`src/rtl/nrzi_symbol_aligner_if.sv`:
```
// Control/status bundle between the deser400 receive path and the symbol aligner.
interface nrzi_symbol_aligner_if;
  logic       enable;
  logic       force_slip;
  logic       dec_error;
  logic [2:0] phase;
  logic       locked;
  logic       slip_pulse;
  logic       lock_lost;
  logic [7:0] slip_count;

  modport master (
    output enable, force_slip, dec_error,
    input  phase, locked, slip_pulse, lock_lost, slip_count
  );

  modport slave (
    input  enable, force_slip, dec_error,
    output phase, locked, slip_pulse, lock_lost, slip_count
  );
endinterface

```
`src/rtl/nrzi_symbol_aligner.sv`:
```
// Steps the deserializer word phase until the 4B5B decoder runs clean, declares lock,
// then watches the windowed error rate and re-hunts when lock is lost.
module nrzi_symbol_aligner #(
  parameter int SETTLE_CYCLES = 4,
  parameter int CHECK_LEN     = 64,
  parameter int LOCK_ERR_MAX  = 0,
  parameter int LOSS_WINDOW   = 256,
  parameter int LOSS_ERR_MAX  = 4
) (
  input  logic                  clk80,
  input  logic                  reset,
  nrzi_symbol_aligner_if.slave  bus
);
  localparam int SW = $clog2(SETTLE_CYCLES + 1);
  localparam int CW = $clog2(CHECK_LEN + 1);
  localparam int EW = $clog2(LOCK_ERR_MAX + 2);
  localparam int WW = $clog2(LOSS_WINDOW + 1);
  localparam int LW = $clog2(LOSS_ERR_MAX + 1);

  localparam logic [SW-1:0] SET_LAST = SW'(SETTLE_CYCLES - 1);
  localparam logic [CW-1:0] CHK_LAST = CW'(CHECK_LEN - 1);
  localparam logic [EW:0]   CHK_MAX  = (EW + 1)'(LOCK_ERR_MAX);
  localparam logic [WW-1:0] WIN_LAST = WW'(LOSS_WINDOW - 1);
  localparam logic [LW:0]   LOSS_MAX = (LW + 1)'(LOSS_ERR_MAX);

  typedef enum logic [2:0] {IDLE, SETTLE, CHECK, SLIP, LOCKED} state_t;

  state_t        r_state, w_state_nxt;
  logic [SW-1:0] r_set_cnt, w_set_cnt_nxt;
  logic [CW-1:0] r_chk_cnt, w_chk_cnt_nxt;
  logic [EW-1:0] r_chk_err, w_chk_err_nxt;
  logic [WW-1:0] r_win_cnt, w_win_cnt_nxt;
  logic [LW-1:0] r_loss_err, w_loss_err_nxt;
  logic [2:0]    r_phase, w_phase_nxt;
  logic [7:0]    r_slip_count, w_slip_count_nxt;
  logic          r_locked, w_locked_nxt;
  logic          r_slip_pulse, w_slip_pulse_nxt;
  logic          r_lock_lost, w_lock_lost_nxt;

  logic [EW:0]   w_chk_sum;
  logic [LW:0]   w_loss_sum;

  assign w_chk_sum  = {1'b0, r_chk_err} + (EW + 1)'(bus.dec_error);
  assign w_loss_sum = {1'b0, r_loss_err} + (LW + 1)'(bus.dec_error);

  always_comb begin
    w_state_nxt      = r_state;
    w_set_cnt_nxt    = r_set_cnt;
    w_chk_cnt_nxt    = r_chk_cnt;
    w_chk_err_nxt    = r_chk_err;
    w_win_cnt_nxt    = r_win_cnt;
    w_loss_err_nxt   = r_loss_err;
    w_phase_nxt      = r_phase;
    w_slip_count_nxt = r_slip_count;
    w_slip_pulse_nxt = 1'b0;
    w_lock_lost_nxt  = 1'b0;

    // The advance is committed as SLIP is left, so disabling during SLIP holds the phase.
    if (r_state == SLIP && bus.enable) begin
      w_phase_nxt      = (r_phase == 3'd4) ? 3'd0 : r_phase + 3'd1;
      w_slip_pulse_nxt = 1'b1;
      if (r_slip_count != 8'hFF) w_slip_count_nxt = r_slip_count + 8'd1;
    end

    if (!bus.enable) begin
      w_state_nxt    = IDLE;
      w_set_cnt_nxt  = '0;
      w_chk_cnt_nxt  = '0;
      w_chk_err_nxt  = '0;
      w_win_cnt_nxt  = '0;
      w_loss_err_nxt = '0;
    end else if (bus.force_slip && r_state != IDLE) begin
      w_state_nxt = SLIP;
    end else begin
      case (r_state)
        IDLE, SLIP: begin
          w_state_nxt   = SETTLE;
          w_set_cnt_nxt = '0;
        end
        SETTLE: begin
          if (r_set_cnt == SET_LAST) begin
            w_state_nxt   = CHECK;
            w_chk_cnt_nxt = '0;
            w_chk_err_nxt = '0;
          end else begin
            w_set_cnt_nxt = r_set_cnt + SW'(1);
          end
        end
        CHECK: begin
          if (w_chk_sum > CHK_MAX) begin
            w_state_nxt = SLIP;
          end else if (r_chk_cnt == CHK_LAST) begin
            w_state_nxt    = LOCKED;
            w_win_cnt_nxt  = '0;
            w_loss_err_nxt = '0;
          end else begin
            w_chk_cnt_nxt = r_chk_cnt + CW'(1);
            w_chk_err_nxt = w_chk_sum[EW-1:0];
          end
        end
        default: begin
          // Loss of lock re-settles on the same phase; a later CHECK failure does the slipping.
          if (w_loss_sum >= LOSS_MAX) begin
            w_state_nxt     = SETTLE;
            w_set_cnt_nxt   = '0;
            w_lock_lost_nxt = 1'b1;
          end else if (r_win_cnt == WIN_LAST) begin
            w_win_cnt_nxt  = '0;
            w_loss_err_nxt = '0;
          end else begin
            w_win_cnt_nxt  = r_win_cnt + WW'(1);
            w_loss_err_nxt = w_loss_sum[LW-1:0];
          end
        end
      endcase
    end

    w_locked_nxt = (w_state_nxt == LOCKED);
  end

  always_ff @(posedge clk80 or posedge reset) begin
    if (reset) begin
      r_state      <= SETTLE;
      r_set_cnt    <= '0;
      r_chk_cnt    <= '0;
      r_chk_err    <= '0;
      r_win_cnt    <= '0;
      r_loss_err   <= '0;
      r_phase      <= 3'd0;
      r_slip_count <= 8'd0;
      r_locked     <= 1'b0;
      r_slip_pulse <= 1'b0;
      r_lock_lost  <= 1'b0;
    end else begin
      r_state      <= w_state_nxt;
      r_set_cnt    <= w_set_cnt_nxt;
      r_chk_cnt    <= w_chk_cnt_nxt;
      r_chk_err    <= w_chk_err_nxt;
      r_win_cnt    <= w_win_cnt_nxt;
      r_loss_err   <= w_loss_err_nxt;
      r_phase      <= w_phase_nxt;
      r_slip_count <= w_slip_count_nxt;
      r_locked     <= w_locked_nxt;
      r_slip_pulse <= w_slip_pulse_nxt;
      r_lock_lost  <= w_lock_lost_nxt;
    end
  end

  assign bus.phase      = r_phase;
  assign bus.locked     = r_locked;
  assign bus.slip_pulse = r_slip_pulse;
  assign bus.lock_lost  = r_lock_lost;
  assign bus.slip_count = r_slip_count;
endmodule

```
`src/flat_wrapper.sv`:
```
// flat-port wrapper written by rule: the top's interface ports become plain ports
module nrzi_symbol_aligner_flat 
#(
  parameter int SETTLE_CYCLES = 4,
  parameter int CHECK_LEN     = 64,
  parameter int LOCK_ERR_MAX  = 0,
  parameter int LOSS_WINDOW   = 256,
  parameter int LOSS_ERR_MAX  = 4
)
  (clk80, reset, bus_enable, bus_force_slip, bus_dec_error, bus_phase, bus_locked, bus_slip_pulse, bus_lock_lost, bus_slip_count);
  nrzi_symbol_aligner_if bus_i ();
  input  logic clk80;
  input  logic reset;
  input wire logic [$bits(bus_i.enable)-1:0] bus_enable;
  input wire logic [$bits(bus_i.force_slip)-1:0] bus_force_slip;
  input wire logic [$bits(bus_i.dec_error)-1:0] bus_dec_error;
  output wire logic [$bits(bus_i.phase)-1:0] bus_phase;
  output wire logic [$bits(bus_i.locked)-1:0] bus_locked;
  output wire logic [$bits(bus_i.slip_pulse)-1:0] bus_slip_pulse;
  output wire logic [$bits(bus_i.lock_lost)-1:0] bus_lock_lost;
  output wire logic [$bits(bus_i.slip_count)-1:0] bus_slip_count;
  assign bus_i.enable = bus_enable;
  assign bus_i.force_slip = bus_force_slip;
  assign bus_i.dec_error = bus_dec_error;
  assign bus_phase = bus_i.phase;
  assign bus_locked = bus_i.locked;
  assign bus_slip_pulse = bus_i.slip_pulse;
  assign bus_lock_lost = bus_i.lock_lost;
  assign bus_slip_count = bus_i.slip_count;
  nrzi_symbol_aligner #(.SETTLE_CYCLES(SETTLE_CYCLES), .CHECK_LEN(CHECK_LEN), .LOCK_ERR_MAX(LOCK_ERR_MAX), .LOSS_WINDOW(LOSS_WINDOW), .LOSS_ERR_MAX(LOSS_ERR_MAX)) u_core (.clk80(clk80), .reset(reset), .bus(bus_i));
endmodule
```
`config.mk`:
```
export PLATFORM = sky130hd
export DESIGN_NAME = nrzi_symbol_aligner_flat
export DESIGN_NICKNAME = d
export VERILOG_FILES = /design/src/rtl/nrzi_symbol_aligner_if.sv /design/src/rtl/nrzi_symbol_aligner.sv /design/src/flat_wrapper.sv
export SDC_FILE = /design/constraint.sdc
export NUM_CORES = 1
export LEC_CHECK = 0
export CAP_MARGIN = 20
export CORE_ASPECT_RATIO = 1.1
export CORE_MARGIN = 10
export CORE_UTILIZATION = 59
export DETAILED_ROUTE_END_ITERATION = 10
export GPL_TIMING_DRIVEN = 0
export PLACE_DENSITY = 0.86
export SLEW_MARGIN = 20
export SYNTH_ARGS = -nofsm -noshare
export SYNTH_HDL_FRONTEND = slang
export SYNTH_SLANG_ARGS = --single-unit
```
`constraint.sdc`:
```
create_clock -name clk80 -period 3 [get_ports clk80]
set_input_delay 0.6 -clock clk80 [delete_from_list [all_inputs] [get_ports clk80]]
set_output_delay 0.6 -clock clk80 [all_outputs]
set_load 0.03 [all_outputs]
```
# == Yosys cells after proc, flatten, opt, wreduce, memory -nomap -nowiden ==
# Index checks and enable logic that the tools add are counted.
# totals
regBits,40
input_bits,5
out_inout_bits,14
# classes
add_sub_neg,7
magnitude_cmp,2
eq_ne,20
n_mux,44
n_reduce_logical,11
# ops
cell,n
2-to-1 mux 9 bit,6
2-to-1 mux 3 bit,17
2-to-1 mux 7 bit,5
case mux 3 bit (3 select lines),2
case mux 9 bit (2 select lines),1
case mux 7 bit (2 select lines),1
"!= test 3 bit, second input constant",4
2-to-1 mux 1 bit,10
AND reduction 5 bit,2
"adder 9 x 1 -> 9 bit, second input constant",1
"equality test 3 x 2 -> 1 bit, second input constant",3
"equality test 9 x 8 -> 1 bit, second input constant",1
"adder 8 x 1 -> 8 bit, second input constant",1
"!= test 8 bit, second input constant",1
"adder 7 x 1 -> 7 bit, second input constant",1
"equality test 7 x 6 -> 1 bit, second input constant",1
"adder 3 x 1 -> 3 bit, second input constant",2
"equality test 3 bit, second input constant",2
"!= test 2 bit, second input constant",3
"!= test 3 x 2 -> 1 bit, second input constant",2
case mux 3 bit (2 select lines),1
adder 3 x 1 -> 4 bit,1
"greater-or-equal comparator 4 x 3 -> 1 bit, second input constant",1
"!= test 4 x 1 -> 1 bit, second input constant",1
other kinds (13),14

# == Logic depth before layout (Yosys ltp) ==
# Gate-level depths: netlist of run 1.
# depth
word_depth,7
depth_mapped,8
depth_no_buf,7

# == Least setup slack after synthesis of run 1 ==
# OpenSTA, ideal clock, no wires.
# synth_path
path_type,input-to-reg
start,input bus_dec_error
end,register u_core.r_win_cnt[5]
arrival_ns,2.049
slack_ns,0.847
cell_stages,7
path_buffers,0
path_cell_list,ha_1 ha_1 or2_2 o21ai_1 o221ai_2 nand2b_4 o41ai_2
# synth_via
elab_chain_cells,4
# synth_lines
item,line,rtl
"start, declared",flat_wrapper.sv:16,input wire logic [$bits(bus_i.dec_error)-1:0] bus_dec_error;
adder 3 x 1 -> 4 bit or adder 1 x 1 -> 2 bit (tied branches),"nrzi_symbol_aligner.sv:44, nrzi_symbol_aligner.sv:43",
greater-or-equal comparator 4 x 3 -> 1 bit or > comparator 2 x 1 -> 1 bit (tied branches),"nrzi_symbol_aligner.sv:103, nrzi_symbol_aligner.sv:90",
!= test 3 bit (no source line),n/a,
AND reduction 5 bit (no source line) (*),n/a,
"end signal, assigned",nrzi_symbol_aligner.sv:139,r_win_cnt <= w_win_cnt_nxt;
"end, declared",nrzi_symbol_aligner.sv:32,"logic [WW-1:0] r_win_cnt, w_win_cnt_nxt;"
# Mark *: on every way between the ends. The rest lies on a longest branch, timed or not.
# A chain may end at the register's enable or synchronous reset.

# == Worst setup path in the final report of run 1 ==
# layout_path
start,input bus_dec_error
end,register u_core.r_win_cnt[6]
# Same word-level chain as after synthesis.

==> summary.md, run 1 <==
| Metric | Value |
|---|---|
| Outcome | `completed` |
| Fin. Hold Viols | `0` |
| Worst Setup End Kind | `register` |
| Hold Crit Depth | `1` |
| Worst Path Buf+Inv | `2` |
| Post-synthesis mux area share | `1.88%` |
| GPL Wtd Cong | `0.880` |
| Max VDD drop | `0.382 mV` |
| Post-cts resize count | `0` |
| Final Critical Period | `2.61 ns` |
| Die outline area | `6570 um2` |
| Total GRT Usage | `15.1%` |
| Total vias in the final route | `1835` |
| Compound-Gate Fraction of Synth Area | `16.6%` |
| Boundary Pins | `19` |
| CP Data Required Time | `3.19 ns` |
| Setup TNS | `0 ns` |
| Adder-Cell Fraction of Synth Area | `5.69%` |
| Dpl hpwl | `3480 um` |
| H-tree depth | `2` |
| MaxCap Viol Count | `0` |
| Critical Path Start Type | `input port` |
| DRT antenna net count | `0` |
| Sequential share of the synthesized area | `45.6%` |
| DR iter-0 viols | `178` |
| First-pass GRT wire length | `8090 um` |
| Pre-CTS worst setup slack | `0.0868 ns` |
| Hold wc startpoint | `u_core.r_win_cnt[7]$_DFFE_PP0P_` |
| CTS tree | `built` |
| Post-synth top cells | `39 x dfrtp_1, 32 x nand2_1, 20 x o21ai_0, 13 x inv_1, 13 x nor2_1` |
| Via density | `5.94` |
| Filler cells | `297` |
| Worst path arrival time | `2.80 ns` |
| Layout cells sized above 1 | `8.11%` |
| FF+latch count, synth | `40` |
| Setup Fix Bufs, Post-CTS | `0` |
| Worst-case clock buffer depth | `2` |
| Reg-to-reg setup timing slack | `0.80 ns` |
| Clock slew at reported path FFs | `0.08 ns` |
| Die height | `84.0 um` |
| Initial core utilization | `60.7%` |
| Hold-critical path endpoint | `u_core.r_win_cnt[7]$_DFFE_PP0P_` |
| Worst-Margin Slew | `0.610 ns` |
| Largest family of logic cells by synthesized area | `simple AND/OR/NAND/NOR gates` |
| Post-synth top flop | `dfrtp_1` |
| Mapped Area | `2200 um2` |
| Drt wl/cell | `15.3 um` |
| Syn Area/Cell | `9.44 um2` |
| Post-synth EDFFs | `0` |
| Critical R2R Launch | `u_core.r_loss_err[0]$_DFFE_PP0P_` |
| Fin nets | `273` |
| Slowest CP cell | `clkdlybuf4s50_1` |
| # hold bufs at CTS | `0` |
| Largest net degree at the start of global routing | `23` |
| FFs w/ async S/R, synth | `100%` |
| Pre-antenna DRT Iters | `4` |
| Most area-consuming cells after synthesis | `dfrtp_1 44%, ha_1 5.7%, nand2_1 5.5%` |
| Setup Skew | `0.00816 ns` |
| Largest fanout on the critical path | `10` |
| Critical-path cell list | `clkdlybuf4s50_1 > ha_1 > ha_1 > or2_2 > o21ai_1 > o221ai_2 > clkbuf_1 > o21ai_0 > nand2_1` |
| CP dominant cell by count | `ha_1` |
| Synthesized Nets | `248` |
| Worst-Skew Late Latency | `0.30 ns` |
| Final Power | `1.33 mW` |
| Post-synth top area share | `44.4%` |
| Slew margin rel. | `58.9%` |
| Syn Inst Count | `233` |
| Top-count cell post-synth | `dfrtp_1` |
| FP Rows | `23` |
| Endpoints failing setup | `0` |
| Clk sinks | `40` |
| PortBufs | `17` |
| Ant diodes | `0` |
| Reg2reg path depth | `8` |
| Leakage power | `1.10 nW` |
| Antenna violations before repair | `0` |
| Ys Warns | `0` |
| Period utilization | `86.9%` |
| Critical path class | `in -> reg` |
| Post-synthesis simple-gate area fraction | `23.3%` |
| Fmax achieved | `383 MHz` |
| Hold Crit Class | `reg -> reg` |
| Final Slew Violations | `0` |
| Setup repair after global routing missed its margin | `no` |
| R2R Path End | `u_core.r_win_cnt[6]$_DFFE_PP0P_` |
| Final WL | `4730 um` |
| Die W | `78.2 um` |
| Unique masters post-synth | `56` |
| Post-synth top area cell | `dfrtp_1` |
| Levels on crit path | `9` |
| CTS buffer count | `5` |
| CTS Root Cell | `clkbuf_8` |
| Area grow syn2layout | `15.5%` |
| Vias in the first global route | `1737` |
| Final worst slack | `0.392 ns` |
| Xor-xnor portion of the synthesized cell area | `2.79%` |
| # DRC | `0` |
| Overflow after GRT | `0` |
| Power density over cell area | `525 nW/um2` |
| Family with the most delay on the worst path | `compound AO/OA/AOI/OAI gates` |
| Slowest stage delay, CP | `0.44 ns` |
| Core area | `3630 um2` |
-- layout by cell type (no fill, tap or decap), drive strengths merged, types with 2 or more instances in the layout --
cell type	n
and2	3
nor3b	2
nor4	4
o211a	2
nand2b	4
nand4	3
inv	13
mux2i	3
nand3	11
or2	2
a21oi	7
nor3	7
or4	2
ha	10
buf	4
clkbuf	13
clkdlybuf4s50	17
a211oi	2
a31oi	3
nor2b	4
o41ai	3
and3	2
o21ai	21
nand3b	2
nand2	33
o22ai	2
xor2	2
nor2	13
o21a	2
a21boi	2
xnor2	5
dfrtp	39
-- how the worst max path moves through the flow --
stage	start	endpoint	slack, ns
after floorplan	bus_dec_error	u_core.r_win_cnt[5]$_DFFE_PP0P_	0.85
after global placement	bus_dec_error	u_core.r_win_cnt[6]$_DFFE_PP0P_	0.12
after detailed placement	bus_dec_error	u_core.r_win_cnt[6]$_DFFE_PP0P_	0.09
after CTS	bus_dec_error	u_core.r_win_cnt[6]$_DFFE_PP0P_	0.41
after global routing	bus_dec_error	u_core.r_win_cnt[6]$_DFFE_PP0P_	0.17
final	bus_dec_error	u_core.r_win_cnt[6]$_DFFE_PP0P_	0.39
-- metrics by stage --
stage                     util, %  area [um2]  hold slack [ns]  cells
after global routing         70.0        2540            0.516    309
after global placement       67.1        2430            0.459    300
after CTS                    70.0        2540            0.492    309
after floorplan                 -        2200            0.447    233
after detailed placement     67.8        2460            0.476    301
final                        70.0        2540            0.485    309
-- cells by family after synthesis --
kind of cell / count (synthesis)
adder cells (fa/ha/maj): 10
AO/OA/AOI/OAI: 54
multiplexers: 4
flip-flops: 40
XOR/XNOR: 7
buffers and inverters: 21
AND/OR/NAND/NOR: 97
-- area by class of cell --
| type | count | area (um2) | area share (%) |
|---|---|---|---|
| plain buffers | 8 | 42.5 | 1.67 |
| clock buffers | 8 | 80.1 | 3.15 |
| inverters | 13 | 48.8 | 1.92 |
| multi-input cells | 172 | 1110 | 43.5 |
| flip-flops and latches | 40 | 1000 | 39.5 |
| well taps | 50 | 62.6 | 2.46 |
| repair buffers | 18 | 198 | 7.78 |
-- report_power, final --
group / switching [mW] / internal, mW
Sequential: 0.0501 / 0.593
Clock: 0.181 / 0.165
Combinational: 0.203 / 0.140
Total: 0.434 / 0.898
-- flip-flops by register name (all words and copies together) (netlist names) --
name                   count
u_core.bus.slip_count      8
u_core.r_set_cnt           3
u_core.r_loss_err          3
u_core.r_chk_cnt           7
u_core.bus.locked          1
u_core.r_chk_err           1
u_core.r_state             3
u_core.bus.slip_pulse      1
u_core.r_win_cnt           9
u_core.bus.phase           3
u_core.bus.lock_lost       1
-- metal layers --
| metal | track usage, % | routed length [um] | up-vias |
|---|---|---|---|
| li1 | - | - | 879 |
| met1 | 17.1 | 1970 | 898 |
| met2 | 25.1 | 2440 | 44 |
| met3 | 3.56 | 192 | 14 |
| met4 | 8.32 | 127 | 0 |
| met5 | 0 | 0 | - |
Power figures use the tool's default switching activity.
==> inputs of run 2 (changes only) <==
Settings changed: CORE_UTILIZATION 59 to 48, GPL_ROUTABILITY_DRIVEN set to 0, PLACE_DENSITY 0.86 to 0.73.
==> run 2 against run 1 <==
Against the previous run:
- total power rose by 6.6%
- critical path type unchanged
- routed wire length shrank 1.5%
- critical path depth fell by 1
- critical endpoint is now u_core.r_win_cnt[7]$_DFFE_PP0P_
- largest cell class unchanged
==> summary.md, run 2 (synthesized netlist as in run 1, its figures left out) <==
| Metric | Value |
|---|---|
| H-tree depth | `2 (unchanged)` |
| Die outline area | `7690 um2 (was 6570 um2)` |
| Final Critical Period | `2.61 ns (about the same)` |
| Hold Crit Depth | `2 (was 1)` |
| Ant diodes | `0 (unchanged)` |
| Layout cells sized above 1 | `9.27% (was 8.11%)` |
| Die W | `84.5 um (was 78.2 um)` |
| MaxCap Viol Count | `0 (unchanged)` |
| CTS buffer count | `5 (unchanged)` |
| Critical path class | `in -> reg (unchanged)` |
| # DRC | `0 (unchanged)` |
| Worst Setup SP | `bus_dec_error (unchanged)` |
| Total vias in the final route | `1778 (was 1835)` |
| PortBufs | `17 (unchanged)` |
| Critical R2R Launch | `u_core.r_loss_err[0]$_DFFE_PP0P_ (unchanged)` |
| Setup repair after global routing missed its margin | `no (unchanged)` |
| Non-Filler Instances | `313 (was 309)` |
| Worst-case clock buffer depth | `2 (unchanged)` |
| Final Power | `1.42 mW (was 1.33 mW)` |
| Hold slack final | `0.488 ns (was 0.485 ns)` |
| CTS Root Cell | `clkbuf_8 (unchanged)` |
| CTS tree | `built (unchanged)` |
| First-pass GRT wire length | `8520 um (was 8090 um)` |
| Worst-Skew Late Latency | `0.29 ns (was 0.30 ns)` |
| Core area | `4380 um2 (was 3630 um2)` |
| Critical Path Start Type | `input port (unchanged)` |
| Clk sinks | `40 (unchanged)` |
| Slew margin rel. | `64.9% (was 58.9%)` |
| Overflow after GRT | `0 (unchanged)` |
| Commonest cells after routing, fill and taps aside | `39 x dfrtp_1, 32 x nand2_1, 20 x o21ai_0 (unchanged)` |
| Initial core utilization | `50.2% (was 60.7%)` |
| Largest fanout on the critical path | `8 (was 10)` |
| Reg2reg path depth | `7 (was 8)` |
| Worst path arrival time | `2.79 ns (was 2.80 ns)` |
| Drt wl/cell | `14.9 um (was 15.3 um)` |
| Fmax achieved | `384 MHz (was 383 MHz)` |
| Wl on met1 | `2020 um (was 1970 um)` |
| Total GRT Usage | `13.0% (was 15.1%)` |
| Metal2 WL | `2300 um (was 2440 um)` |
| Hold wc startpoint | `u_core.r_loss_err[0]$_DFFE_PP0P_ (was u_core.r_win_cnt[7]$_DFFE_PP0P_)` |
| Leakage power | `1.11 nW (was 1.10 nW)` |
| Hold Crit Class | `reg -> reg (unchanged)` |
| Max reg flops | `9 (unchanged)` |
| Via density | `5.68 (was 5.94)` |
| Pre-antenna DRT Iters | `4 (unchanged)` |
| Outcome | `completed (unchanged)` |
| Final WL | `4650 um (was 4730 um)` |
| Area grow syn2layout | `16.8% (was 15.5%)` |
| Dpl hpwl | `3400 um (was 3480 um)` |
| Period utilization | `86.9% (about the same)` |
| Max VDD drop | `0.311 mV (was 0.382 mV)` |
| Setup Fix Bufs, Post-CTS | `0 (unchanged)` |
| # hold bufs at CTS | `0 (unchanged)` |
| Setup TNS | `0 ns (unchanged)` |
| Antenna violations before repair | `0 (unchanged)` |
| DRT antenna net count | `0 (unchanged)` |
| Largest net degree at the start of global routing | `28 (was 23)` |
| Reg-to-reg setup timing slack | `0.80 ns (about the same)` |
| Die height | `91.0 um (was 84.0 um)` |
| R2R Path End | `u_core.r_win_cnt[7]$_DFFE_PP0P_ (was u_core.r_win_cnt[6]$_DFFE_PP0P_)` |
| Endpoints failing setup | `0 (unchanged)` |
| Boundary Pins | `19 (unchanged)` |
| Setup Skew | `0.00674 ns (was 0.00816 ns)` |
| Fin nets | `273 (unchanged)` |
| Final Slew Violations | `0 (unchanged)` |
| Worst Setup End Kind | `register (unchanged)` |
| Fin. Hold Viols | `0 (unchanged)` |
| Power density over cell area | `553 nW/um2 (was 525 nW/um2)` |
| Vias in the first global route | `1815 (was 1737)` |
| Most common cell after layout, fill and taps aside | `dfrtp_1 (unchanged)` |
| Worst-Margin Slew | `0.521 ns (was 0.610 ns)` |
| Clock slew at reported path FFs | `0.08 ns (about the same)` |
| CP Data Required Time | `3.18 ns (was 3.19 ns)` |
| Metal3 WL | `170 um (was 192 um)` |
| DR iter-0 viols | `128 (was 178)` |
| Largest Register | `u_core.r_win_cnt (unchanged)` |
| Highest metal used | `met4 (unchanged)` |
| Hold-critical path endpoint | `u_core.r_loss_err[0]$_DFFE_PP0P_ (was u_core.r_win_cnt[7]$_DFFE_PP0P_)` |
| DP Cell Count | `305 (was 301)` |
| Post-cts resize count | `0 (unchanged)` |
| FP Rows | `25 (was 23)` |
==> run 2: final cells by class <==
cell class,count,area [um2]
Sequential cell,40,1000
Inverter,13,48.8
Clock buffer,5,68.8
Buffer,8,42.5
Fill cell,397,1810
Timing Repair Buffer,18,190
Clock inverter,3,42.5
Multi-Input combinational cell,172,1110
Tap cell,54,67.6
==> run 2: how the worst max path moves through the flow <==
stage	to	depth (start not counted)	slack (ns)
after floorplan	u_core.r_win_cnt[5]$_DFFE_PP0P_	7	0.85
after global placement	u_core.r_win_cnt[6]$_DFFE_PP0P_	9	0.12
after detailed placement	u_core.r_win_cnt[6]$_DFFE_PP0P_	9	0.10
after CTS	u_core.r_win_cnt[6]$_DFFE_PP0P_	9	0.42
after global routing	u_core.r_win_cnt[6]$_DFFE_PP0P_	9	0.20
final	u_core.r_win_cnt[7]$_DFFE_PP0P_	8	0.39
==> run 2: metal layers <==
layer / GRT usage, % / up-vias
li1: - / 880
met1: 15.3 / 844
met2: 21.3 / 39
met3: 3.13 / 15
met4: 6.46 / 0
met5: 0 / -
==> run 2: critical path: stages <==
cell             delay (ns)
clkdlybuf4s50_1        0.44
ha_1                   0.23
ha_1                   0.19
or2_2                  0.26
o21ai_1                0.27
o221ai_2               0.27
nand2b_4               0.24
o41ai_1                0.28
==> run 2: per-stage QoR <==
stage                     cell area (um2)  setup WS [ns]  utilization, %
after floorplan                      2200          0.847               -
after global placement               2440          0.121            55.7
after detailed placement             2460          0.103            56.1
after CTS                            2570          0.419            58.7
after global routing                 2570          0.199            58.7
final                                2570          0.393            58.7
==> run 2: report_power, final <==
| group | total [mW] | leakage (nW) | switching (mW) | internal [mW] |
|---|---|---|---|---|
| Clock | 0.440 | 0.0541 | 0.194 | 0.246 |
| Sequential | 0.641 | 0.542 | 0.0492 | 0.592 |
| Combinational | 0.339 | 0.515 | 0.199 | 0.139 |
| Total | 1.42 | 1.11 | 0.443 | 0.978 |
